File: src/rtl/lutram_burst_responder_pkg.sv
// Shared types and constants for the LUT-RAM burst responder.
// Holds the FSM state encoding, default-sized word/address/strobe types and
// the byte-lanes-per-word constant used by the responder and its users.
package lutram_burst_responder_pkg;

  localparam int unsigned ADDR_WIDTH_DEF = 6;
  localparam int unsigned DATA_WIDTH_DEF = 64;
  localparam int unsigned BYTE_WIDTH_DEF = 8;
  localparam int unsigned LEN_WIDTH_DEF  = 4;

  localparam int unsigned BYTES_PER_WORD = DATA_WIDTH_DEF / BYTE_WIDTH_DEF;

  typedef enum logic [1:0] {
    IDLE,
    PREFETCH,
    ACTIVE,
    DONE
  } state_t;

  typedef logic [ADDR_WIDTH_DEF-1:0] addr_t;
  typedef logic [LEN_WIDTH_DEF-1:0]  len_t;
  typedef logic [BYTES_PER_WORD-1:0] strobe_t;
  typedef logic [DATA_WIDTH_DEF-1:0] word_t;

endpackage

File: src/rtl/lutram_burst_responder_if.sv
// Requester-side bus of the LUT-RAM burst responder.
//   master : the cache/uncached requester (drives req_*, sees resp_*)
//   slave  : the responder (sees req_*, drives resp_*)
// req_valid is held until the cycle after the last beat; req_is_write,
// req_addr, req_len and req_wrap stay stable while it is high.
// req_strobe/req_data carry the write beat currently being offered.
interface lutram_burst_responder_if
  import lutram_burst_responder_pkg::*;
#(
  parameter int unsigned ADDR_WIDTH = ADDR_WIDTH_DEF,
  parameter int unsigned DATA_WIDTH = DATA_WIDTH_DEF,
  parameter int unsigned BYTE_WIDTH = BYTE_WIDTH_DEF,
  parameter int unsigned LEN_WIDTH  = LEN_WIDTH_DEF
);

  logic                           req_valid;
  logic                           req_is_write;
  logic [ADDR_WIDTH-1:0]          req_addr;
  logic [LEN_WIDTH-1:0]           req_len;
  logic                           req_wrap;
  logic [DATA_WIDTH/BYTE_WIDTH-1:0] req_strobe;
  logic [DATA_WIDTH-1:0]          req_data;
  logic                           resp_ready;
  logic                           resp_last;
  logic [DATA_WIDTH-1:0]          resp_data;

  modport master (
    output req_valid, req_is_write, req_addr, req_len, req_wrap,
           req_strobe, req_data,
    input  resp_ready, resp_last, resp_data
  );

  modport slave (
    input  req_valid, req_is_write, req_addr, req_len, req_wrap,
           req_strobe, req_data,
    output resp_ready, resp_last, resp_data
  );

endinterface

File: src/rtl/lutram_burst_responder_burst_addr_gen.sv
// Burst address generator for the LUT-RAM burst responder.
// Ports:
//   clk, reset  : clock, synchronous active-high reset
//   load        : capture start_addr/start_len/start_wrap
//   step        : advance cur_addr to the next beat address
//   start_addr  : first word address of the burst
//   start_len   : beats minus one
//   start_wrap  : 1 = WRAP burst, 0 = INCR
//   cur_addr    : current issue address
//   len         : latched beats-minus-one
// INCR steps +1 modulo 2**ADDR_WIDTH. WRAP steps only the low log2(len+1)
// bits when len+1 is a power of two >= 2; any other WRAP length acts as INCR.
module burst_addr_gen
  import lutram_burst_responder_pkg::*;
#(
  parameter int unsigned ADDR_WIDTH = ADDR_WIDTH_DEF,
  parameter int unsigned LEN_WIDTH  = LEN_WIDTH_DEF
) (
  input  logic                  clk,
  input  logic                  reset,
  input  logic                  load,
  input  logic                  step,
  input  logic [ADDR_WIDTH-1:0] start_addr,
  input  logic [LEN_WIDTH-1:0]  start_len,
  input  logic                  start_wrap,
  output logic [ADDR_WIDTH-1:0] cur_addr,
  output logic [LEN_WIDTH-1:0]  len
);

  logic [ADDR_WIDTH-1:0]           cur_q;
  logic [LEN_WIDTH-1:0]            len_q;
  logic                            wrap_q;
  logic [LEN_WIDTH:0]              span;
  logic                            wrap_ok;
  logic [ADDR_WIDTH+LEN_WIDTH-1:0] len_ext;
  logic [ADDR_WIDTH-1:0]           mask;
  logic [ADDR_WIDTH-1:0]           next_addr;

  // span = len+1; it is a power of two exactly when span & len == 0.
  assign span    = {1'b0, len_q} + (LEN_WIDTH+1)'(1);
  assign wrap_ok = wrap_q && (len_q != '0) && ((span & {1'b0, len_q}) == '0);
  assign len_ext = {{ADDR_WIDTH{1'b0}}, len_q};

  // For a legal wrap, len itself is the mask of the incrementing low bits.
  always_comb begin
    mask = '1;
    if (wrap_ok) begin
      mask = len_ext[ADDR_WIDTH-1:0];
    end
  end

  assign next_addr = (cur_q & ~mask) | ((cur_q + ADDR_WIDTH'(1)) & mask);

  always_ff @(posedge clk) begin
    if (reset) begin
      cur_q  <= '0;
      len_q  <= '0;
      wrap_q <= 1'b0;
    end else if (load) begin
      cur_q  <= start_addr;
      len_q  <= start_len;
      wrap_q <= start_wrap;
    end else if (step) begin
      cur_q  <= next_addr;
    end
  end

  assign cur_addr = cur_q;
  assign len      = len_q;

endmodule

File: src/rtl/lutram_burst_responder.sv
// Bus-side responder turning single/burst word reads and writes into
// one-beat-per-cycle accesses on port 1 of a dual-port distributed RAM.
// Ports:
//   clk, reset  : clock, synchronous active-high reset
//   bus         : requester bus (slave side), see lutram_burst_responder_if
//   ram_en      : port-1 write enable (write beats only)
//   ram_addr    : port-1 address
//   ram_strobe  : port-1 byte write strobe
//   ram_wdata   : port-1 write data
//   ram_rdata   : port-1 read data (READ_LATENCY cycles after ram_addr)
// READ_LATENCY must be 0 or 1. Outputs are decoded from the registered
// state and forced to zero while reset is high.
module lutram_burst_responder
  import lutram_burst_responder_pkg::*;
#(
  parameter int unsigned ADDR_WIDTH   = ADDR_WIDTH_DEF,
  parameter int unsigned DATA_WIDTH   = DATA_WIDTH_DEF,
  parameter int unsigned BYTE_WIDTH   = BYTE_WIDTH_DEF,
  parameter int unsigned LEN_WIDTH    = LEN_WIDTH_DEF,
  parameter int unsigned READ_LATENCY = 0
) (
  input  logic                             clk,
  input  logic                             reset,
  lutram_burst_responder_if.slave          bus,
  output logic                             ram_en,
  output logic [ADDR_WIDTH-1:0]            ram_addr,
  output logic [DATA_WIDTH/BYTE_WIDTH-1:0] ram_strobe,
  output logic [DATA_WIDTH-1:0]            ram_wdata,
  input  logic [DATA_WIDTH-1:0]            ram_rdata
);

  state_t                state_q, state_d;
  logic [LEN_WIDTH-1:0]  cnt_q, cnt_d;
  logic                  is_write_q;
  logic                  load;
  logic                  step;
  logic [ADDR_WIDTH-1:0] cur_addr;
  logic [LEN_WIDTH-1:0]  len;
  logic                  ready_c;
  logic                  last_c;
  logic [DATA_WIDTH-1:0] rdata_c;

  burst_addr_gen #(
    .ADDR_WIDTH (ADDR_WIDTH),
    .LEN_WIDTH  (LEN_WIDTH)
  ) u_addr_gen (
    .clk        (clk),
    .reset      (reset),
    .load       (load),
    .step       (step),
    .start_addr (bus.req_addr),
    .start_len  (bus.req_len),
    .start_wrap (bus.req_wrap),
    .cur_addr   (cur_addr),
    .len        (len)
  );

  always_ff @(posedge clk) begin
    if (reset) begin
      state_q    <= IDLE;
      cnt_q      <= '0;
      is_write_q <= 1'b0;
    end else begin
      state_q <= state_d;
      cnt_q   <= cnt_d;
      if (load) begin
        is_write_q <= bus.req_is_write;
      end
    end
  end

  // The address generator's cur_addr is always the issue address: with
  // latency 1 the PREFETCH cycle issues beat 0, so during ACTIVE cur_addr is
  // already one beat ahead of the data returning on ram_rdata.
  always_comb begin
    state_d    = state_q;
    cnt_d      = cnt_q;
    load       = 1'b0;
    step       = 1'b0;
    ram_en     = 1'b0;
    ram_addr   = '0;
    ram_strobe = '0;
    ram_wdata  = '0;
    ready_c    = 1'b0;
    last_c     = 1'b0;
    rdata_c    = '0;

    unique case (state_q)
      IDLE: begin
        if (bus.req_valid) begin
          load    = 1'b1;
          cnt_d   = '0;
          state_d = (!bus.req_is_write && READ_LATENCY == 1) ? PREFETCH : ACTIVE;
        end
      end
      PREFETCH: begin
        ram_addr = cur_addr;
        step     = 1'b1;
        state_d  = ACTIVE;
      end
      ACTIVE: begin
        ready_c  = 1'b1;
        ram_addr = cur_addr;
        step     = 1'b1;
        last_c   = (cnt_q == len);
        cnt_d    = cnt_q + LEN_WIDTH'(1);
        if (is_write_q) begin
          ram_en     = 1'b1;
          ram_strobe = bus.req_strobe;
          ram_wdata  = bus.req_data;
        end else begin
          rdata_c = ram_rdata;
        end
        if (last_c) begin
          state_d = DONE;
        end
      end
      DONE: begin
        state_d = IDLE;
      end
      default: begin
        state_d = IDLE;
      end
    endcase

    if (reset) begin
      ram_en     = 1'b0;
      ram_addr   = '0;
      ram_strobe = '0;
      ram_wdata  = '0;
      ready_c    = 1'b0;
      last_c     = 1'b0;
      rdata_c    = '0;
    end
  end

  assign bus.resp_ready = ready_c;
  assign bus.resp_last  = last_c;
  assign bus.resp_data  = rdata_c;

endmodule

File: src/flat_wrapper.sv
// flat-port wrapper written by rule: the top's interface ports become plain ports
module lutram_burst_responder_flat import lutram_burst_responder_pkg::*;
#(
  parameter int unsigned ADDR_WIDTH   = ADDR_WIDTH_DEF,
  parameter int unsigned DATA_WIDTH   = DATA_WIDTH_DEF,
  parameter int unsigned BYTE_WIDTH   = BYTE_WIDTH_DEF,
  parameter int unsigned LEN_WIDTH    = LEN_WIDTH_DEF,
  parameter int unsigned READ_LATENCY = 0
)
  (clk, reset, ram_en, ram_addr, ram_strobe, ram_wdata, ram_rdata, bus_req_valid, bus_req_is_write, bus_req_addr, bus_req_len, bus_req_wrap, bus_req_strobe, bus_req_data, bus_resp_ready, bus_resp_last, bus_resp_data);
  lutram_burst_responder_if #(.ADDR_WIDTH(ADDR_WIDTH), .DATA_WIDTH(DATA_WIDTH), .BYTE_WIDTH(BYTE_WIDTH), .LEN_WIDTH(LEN_WIDTH)) bus_i ();
  input  logic clk;
  input  logic reset;
  output logic ram_en;
  output logic [ADDR_WIDTH-1:0] ram_addr;
  output logic [DATA_WIDTH/BYTE_WIDTH-1:0] ram_strobe;
  output logic [DATA_WIDTH-1:0] ram_wdata;
  input  logic [DATA_WIDTH-1:0] ram_rdata;
  input wire logic [$bits(bus_i.req_valid)-1:0] bus_req_valid;
  input wire logic [$bits(bus_i.req_is_write)-1:0] bus_req_is_write;
  input wire logic [$bits(bus_i.req_addr)-1:0] bus_req_addr;
  input wire logic [$bits(bus_i.req_len)-1:0] bus_req_len;
  input wire logic [$bits(bus_i.req_wrap)-1:0] bus_req_wrap;
  input wire logic [$bits(bus_i.req_strobe)-1:0] bus_req_strobe;
  input wire logic [$bits(bus_i.req_data)-1:0] bus_req_data;
  output wire logic [$bits(bus_i.resp_ready)-1:0] bus_resp_ready;
  output wire logic [$bits(bus_i.resp_last)-1:0] bus_resp_last;
  output wire logic [$bits(bus_i.resp_data)-1:0] bus_resp_data;
  assign bus_i.req_valid = bus_req_valid;
  assign bus_i.req_is_write = bus_req_is_write;
  assign bus_i.req_addr = bus_req_addr;
  assign bus_i.req_len = bus_req_len;
  assign bus_i.req_wrap = bus_req_wrap;
  assign bus_i.req_strobe = bus_req_strobe;
  assign bus_i.req_data = bus_req_data;
  assign bus_resp_ready = bus_i.resp_ready;
  assign bus_resp_last = bus_i.resp_last;
  assign bus_resp_data = bus_i.resp_data;
  lutram_burst_responder #(.ADDR_WIDTH(ADDR_WIDTH), .DATA_WIDTH(DATA_WIDTH), .BYTE_WIDTH(BYTE_WIDTH), .LEN_WIDTH(LEN_WIDTH), .READ_LATENCY(READ_LATENCY)) u_core (.clk(clk), .reset(reset), .bus(bus_i), .ram_en(ram_en), .ram_addr(ram_addr), .ram_strobe(ram_strobe), .ram_wdata(ram_wdata), .ram_rdata(ram_rdata));
endmodule
File: config.mk
export PLATFORM = sky130hd
export DESIGN_NAME = lutram_burst_responder_flat
export DESIGN_NICKNAME = d
export VERILOG_FILES = /design/src/rtl/lutram_burst_responder_pkg.sv /design/src/rtl/lutram_burst_responder_if.sv /design/src/rtl/lutram_burst_responder_burst_addr_gen.sv /design/src/rtl/lutram_burst_responder.sv /design/src/flat_wrapper.sv
export SDC_FILE = /design/constraint.sdc
export NUM_CORES = 1
export LEC_CHECK = 0
export ABC_AREA = 0
export CAP_MARGIN = 10
export CORE_AREA = 3 3 114 116
export DETAILED_ROUTE_END_ITERATION = 8
export DIE_AREA = 0 0 117 119
export HOLD_SLACK_MARGIN = 0.1
export PLACE_DENSITY = 0.68
export SLEW_MARGIN = 20
export SYNTH_ARGS = -nofsm -noshare
export SYNTH_HDL_FRONTEND = slang
export SYNTH_SLANG_ARGS = --single-unit
File: constraint.sdc
create_clock -name clk -period 2.3 [get_ports clk]
set_clock_uncertainty 0.2 [all_clocks]
set_input_delay 0.345 -clock clk [delete_from_list [all_inputs] [get_ports clk]]
set_output_delay 0.345 -clock clk [all_outputs]
set_load 0.02 [all_outputs]
==> results.md <==
- Die width: 117 um
- Design Area, Final: around 0.0049 mm2
- Maximum vdd ir drop: ~0.50 mV
- Drt drc: 0
- Worst-path cell chain: clkdlybuf4s50_1, nand2b_4, inv_6, buf_12, buf_4, and3_1, buf_4
- CP peak stage delay: roughly 0.49 ns
- Top FF cell, synth: dfxtp_1
- RSZ-0062 raised after global routing: true
- Routed WL per cell: between 15 and 20 um
- Clock share of power: between 10% and 20%
- Post-DP HPWL: ~11000 um
- Nets: between 700 and 800
- Vias in the first global route: ~3000
- Critical path class: in2out
- PortBufs: ~300
- Die H: about 120 um
- Routed vias: about 3200
- Max Cap Viol: 0
- Actual slew at the worst max-slew pin: 0.475 ns
- Crit path launch type: primary input
- CORE AREA: 0.0120 mm2
- Post-Syn Nets: 444
- Vias/cell: around 4.4
- CTS H-tree lvls: 1
- Final hold vios: 0
- # fillers: between 1000 and 1500
- P_int: 0.00154 W
- First drt pass iteration count: 4
- YS warnings: 0
- Initial Utilization: approximately 17%
- Ys async rst share: 0%
- Total track usage: between 10% and 20%
- Largest net degree at the start of global routing: between 40 and 50
- Comb pwr share: between 60 and 70%
- CTS tree: done
- DIE AREA: roughly 0.014 mm2
- Outcome: finished clean
- Mapped cell area: between 0.002 and 0.0025 mm2
- Distinct cell type count of the synthesized netlist: 37
- Global-route wire length before repair: approximately 19000 um
- EDFF count, synth: 0
- Minimum clock period: approximately 2.3 ns
- Clk buf depth: 2
- Worst endpoint required time: around 1.8 ns
- Switch share: a little over two fifths
- DRT iter0 DRCs: 125
- Post-Route Setup TNS: 0 ns
- Crit-path slowest cell: clkdlybuf4s50_1
- Top cell by count, worst path: buf_4
- Antenna-violating nets left: 0
- Core Rows: 40
- Final worst-path cycle share: 98.6%
- Layout cells sized above 1: between 20% and 30%
- CTS Root Cell: clkbuf_16
- Final setup fails: 0
- Hold WC Path Type: reg2reg
- Worst slew margin: between 60% and 70%
- Placed cells: a little over 700
- Routability congestion estimate: roughly 0.83
- Io pins: ~300
- Final wirelength: between 10000 and 15000 um
- Worst EP arrival: ~1.7 ns
- Worst hold margin: 0.274 ns
- Cell Pwr Density: ~560 mW/mm2
- Clock slew at reported path FFs: roughly 0.050 ns
- Fmax achieved: 441 MHz
- Area delta synth->final: 146%
- Clock Sinks: 18
- Reg power frac: 17.5%
- Skew-Pair Late Insertion Delay: 0.25 ns
- Final Util: 40.9%
- Hold-fix buffers, CTS: 0
- CP Capture Type: primary output
- Static leakage: about 2.5 nW
- GR Overflow Total: 0
- Final Max Tran Viols: 0
- Worst Path Max Fanout: 12
- Initial antenna violation count: 4
- DP Area: ~0.005 mm2
- Post-Syn Instances: approximately 290
- Layout Cells excl Fill: 732
- CTS buffer count: 3
- Average cell area after synthesis: 6.95 um2
- Synthesized flop and latch total: 18
- P_sw: 0.00119 W
- Post-synthesis sequential area ratio: 18.0%
## cell usage in the layout, fill, tap and decap left out, types with 2 or more instances in the layout
cell / synthesis / final
inv_1: 3 / 3
buf_4: 1 / 29
buf_2: 3 / 59
clkbuf_2: 12 / 32
and4_1: 2 / 2
dlygate4sd2_1: 0 / 3
nor3_1: 2 / 2
xnor2_1: 6 / 6
nor2b_1: 3 / 3
nand3_1: 3 / 3
ha_1: 5 / 4
buf_6: 0 / 3
a21oi_1: 10 / 10
xor2_1: 2 / 2
o21ai_0: 4 / 4
nand4_1: 2 / 2
buf_12: 0 / 4
and3_1: 73 / 73
and2_1: 73 / 73
clkbuf_16: 0 / 5
nand2b_1: 6 / 5
diode_2: 0 / 4
dfxtp_1: 18 / 17
nor2_1: 10 / 10
nand2_1: 18 / 18
clkdlybuf4s15_2: 0 / 25
nand3b_1: 2 / 2
clkdlybuf4s15_1: 0 / 8
o211ai_1: 2 / 2
clkdlybuf4s50_1: 0 / 150
a211oi_1: 5 / 5
## per-stage QoR
stage	power, W	setup WS, ns
floorplan	0.00144	0.361
global placement	0.00236	-0.444
detailed placement	0.00240	-0.484
CTS	0.00276	-0.0248
global route	0.00293	-0.0156
finish	0.00273	0.0316
## critical path, delay by kind of cell
| kind | cells | cell delay (ns) |
|---|---|---|
| buf+inv | 5 | 1.01 |
| simple gates | 2 | 0.37 |
## cells by family (layout without fill, tap and decap cells)
group                      after synthesis  after routing  share of synthesized area [%]
muxes                                    1              1                          0.500
other                                    0              4                              0
AOI/OAI and AO/OA                       28             28                           9.32
and+or+nand+nor                        198            198                           58.8
buffers and inverters                   30            323                           6.75
xor gates and xnor gates                 8              8                           3.50
DFF                                     18             18                           18.0
adders and majority gates                5              5                           3.13
## power groups by stage
stage | Combinational, W | Sequential (W) | Clock, W
after global placement | 0.00188 | 0.000476 | 0
after global routing | 0.00202 | 0.000490 | 0.000413
after floorplan | 0.000984 | 0.000456 | 0
final | 0.00186 | 0.000478 | 0.000392
after CTS | 0.00189 | 0.000474 | 0.000401
after detailed placement | 0.00192 | 0.000480 | 0
## synthesized netlist by cell type, types with 3 or more instances
cell type | n | share of area, %
nor2b_1 | 3 | 0.94
clkbuf_2 | 12 | 3.0
a211oi_1 | 5 | 1.9
nand2_1 | 18 | 3.4
ha_1 | 5 | 3.1
a21oi_1 | 10 | 2.5
and3_1 | 73 | 23
nand3_1 | 3 | 0.75
nand2b_1 | 6 | 1.9
xnor2_1 | 6 | 2.6
buf_2 | 3 | 0.75
dfxtp_1 | 18 | 18
and2_1 | 73 | 23
nor2_1 | 10 | 1.9
clkbuf_1 | 10 | 1.9
o21ai_0 | 4 | 1.0
inv_1 | 3 | 0.56
## layout make-up
| cell class | count | area [um2] | share of cell area [%] |
|---|---|---|---|
| flip-flops and latches | 18 | 362 | 7.36 |
| well taps | 147 | 184 | 3.74 |
| multi-input cells | 240 | 1530 | 31.0 |
| diodes | 4 | 10.0 | 0.204 |
| clock buffers | 4 | 88.8 | 1.81 |
| inverters | 4 | 20.0 | 0.407 |
| repair buffers | 315 | 2730 | 55.5 |
## per-layer routing
layer	track usage (%)	vias up	wire length, um
met5	0	-	0
met4	6.45	0	331
met3	5.39	17	1310
met2	30.4	145	6940
met1	19.3	1456	5080
li1	-	1573	-
## timing repair
action                     4_1_cts  5_1_grt
resized for setup              368       79
pin swaps                        1        0
buffers inserted                 1        1
cloned                           1        2
setup endpoints to repair      137      133
## final timing paths
path	slack [ns]	start	cells past startpoint	end
worst max-delay path	0.03	reset	7	ram_wdata[59]
worst min-delay path	0.27	u_core.u_addr_gen.wrap_q$_SDFFE_PP0P_	2	u_core.u_addr_gen.wrap_q$_SDFFE_PP0P_
worst max register to register	0.39	u_core.state_q[1]$_SDFFE_PP0P_	6	flip-flop
worst min register to register	0.27	u_core.u_addr_gen.wrap_q$_SDFFE_PP0P_	2	u_core.u_addr_gen.wrap_q$_SDFFE_PP0P_
Note: power is estimated with default switching activity, not from simulation.
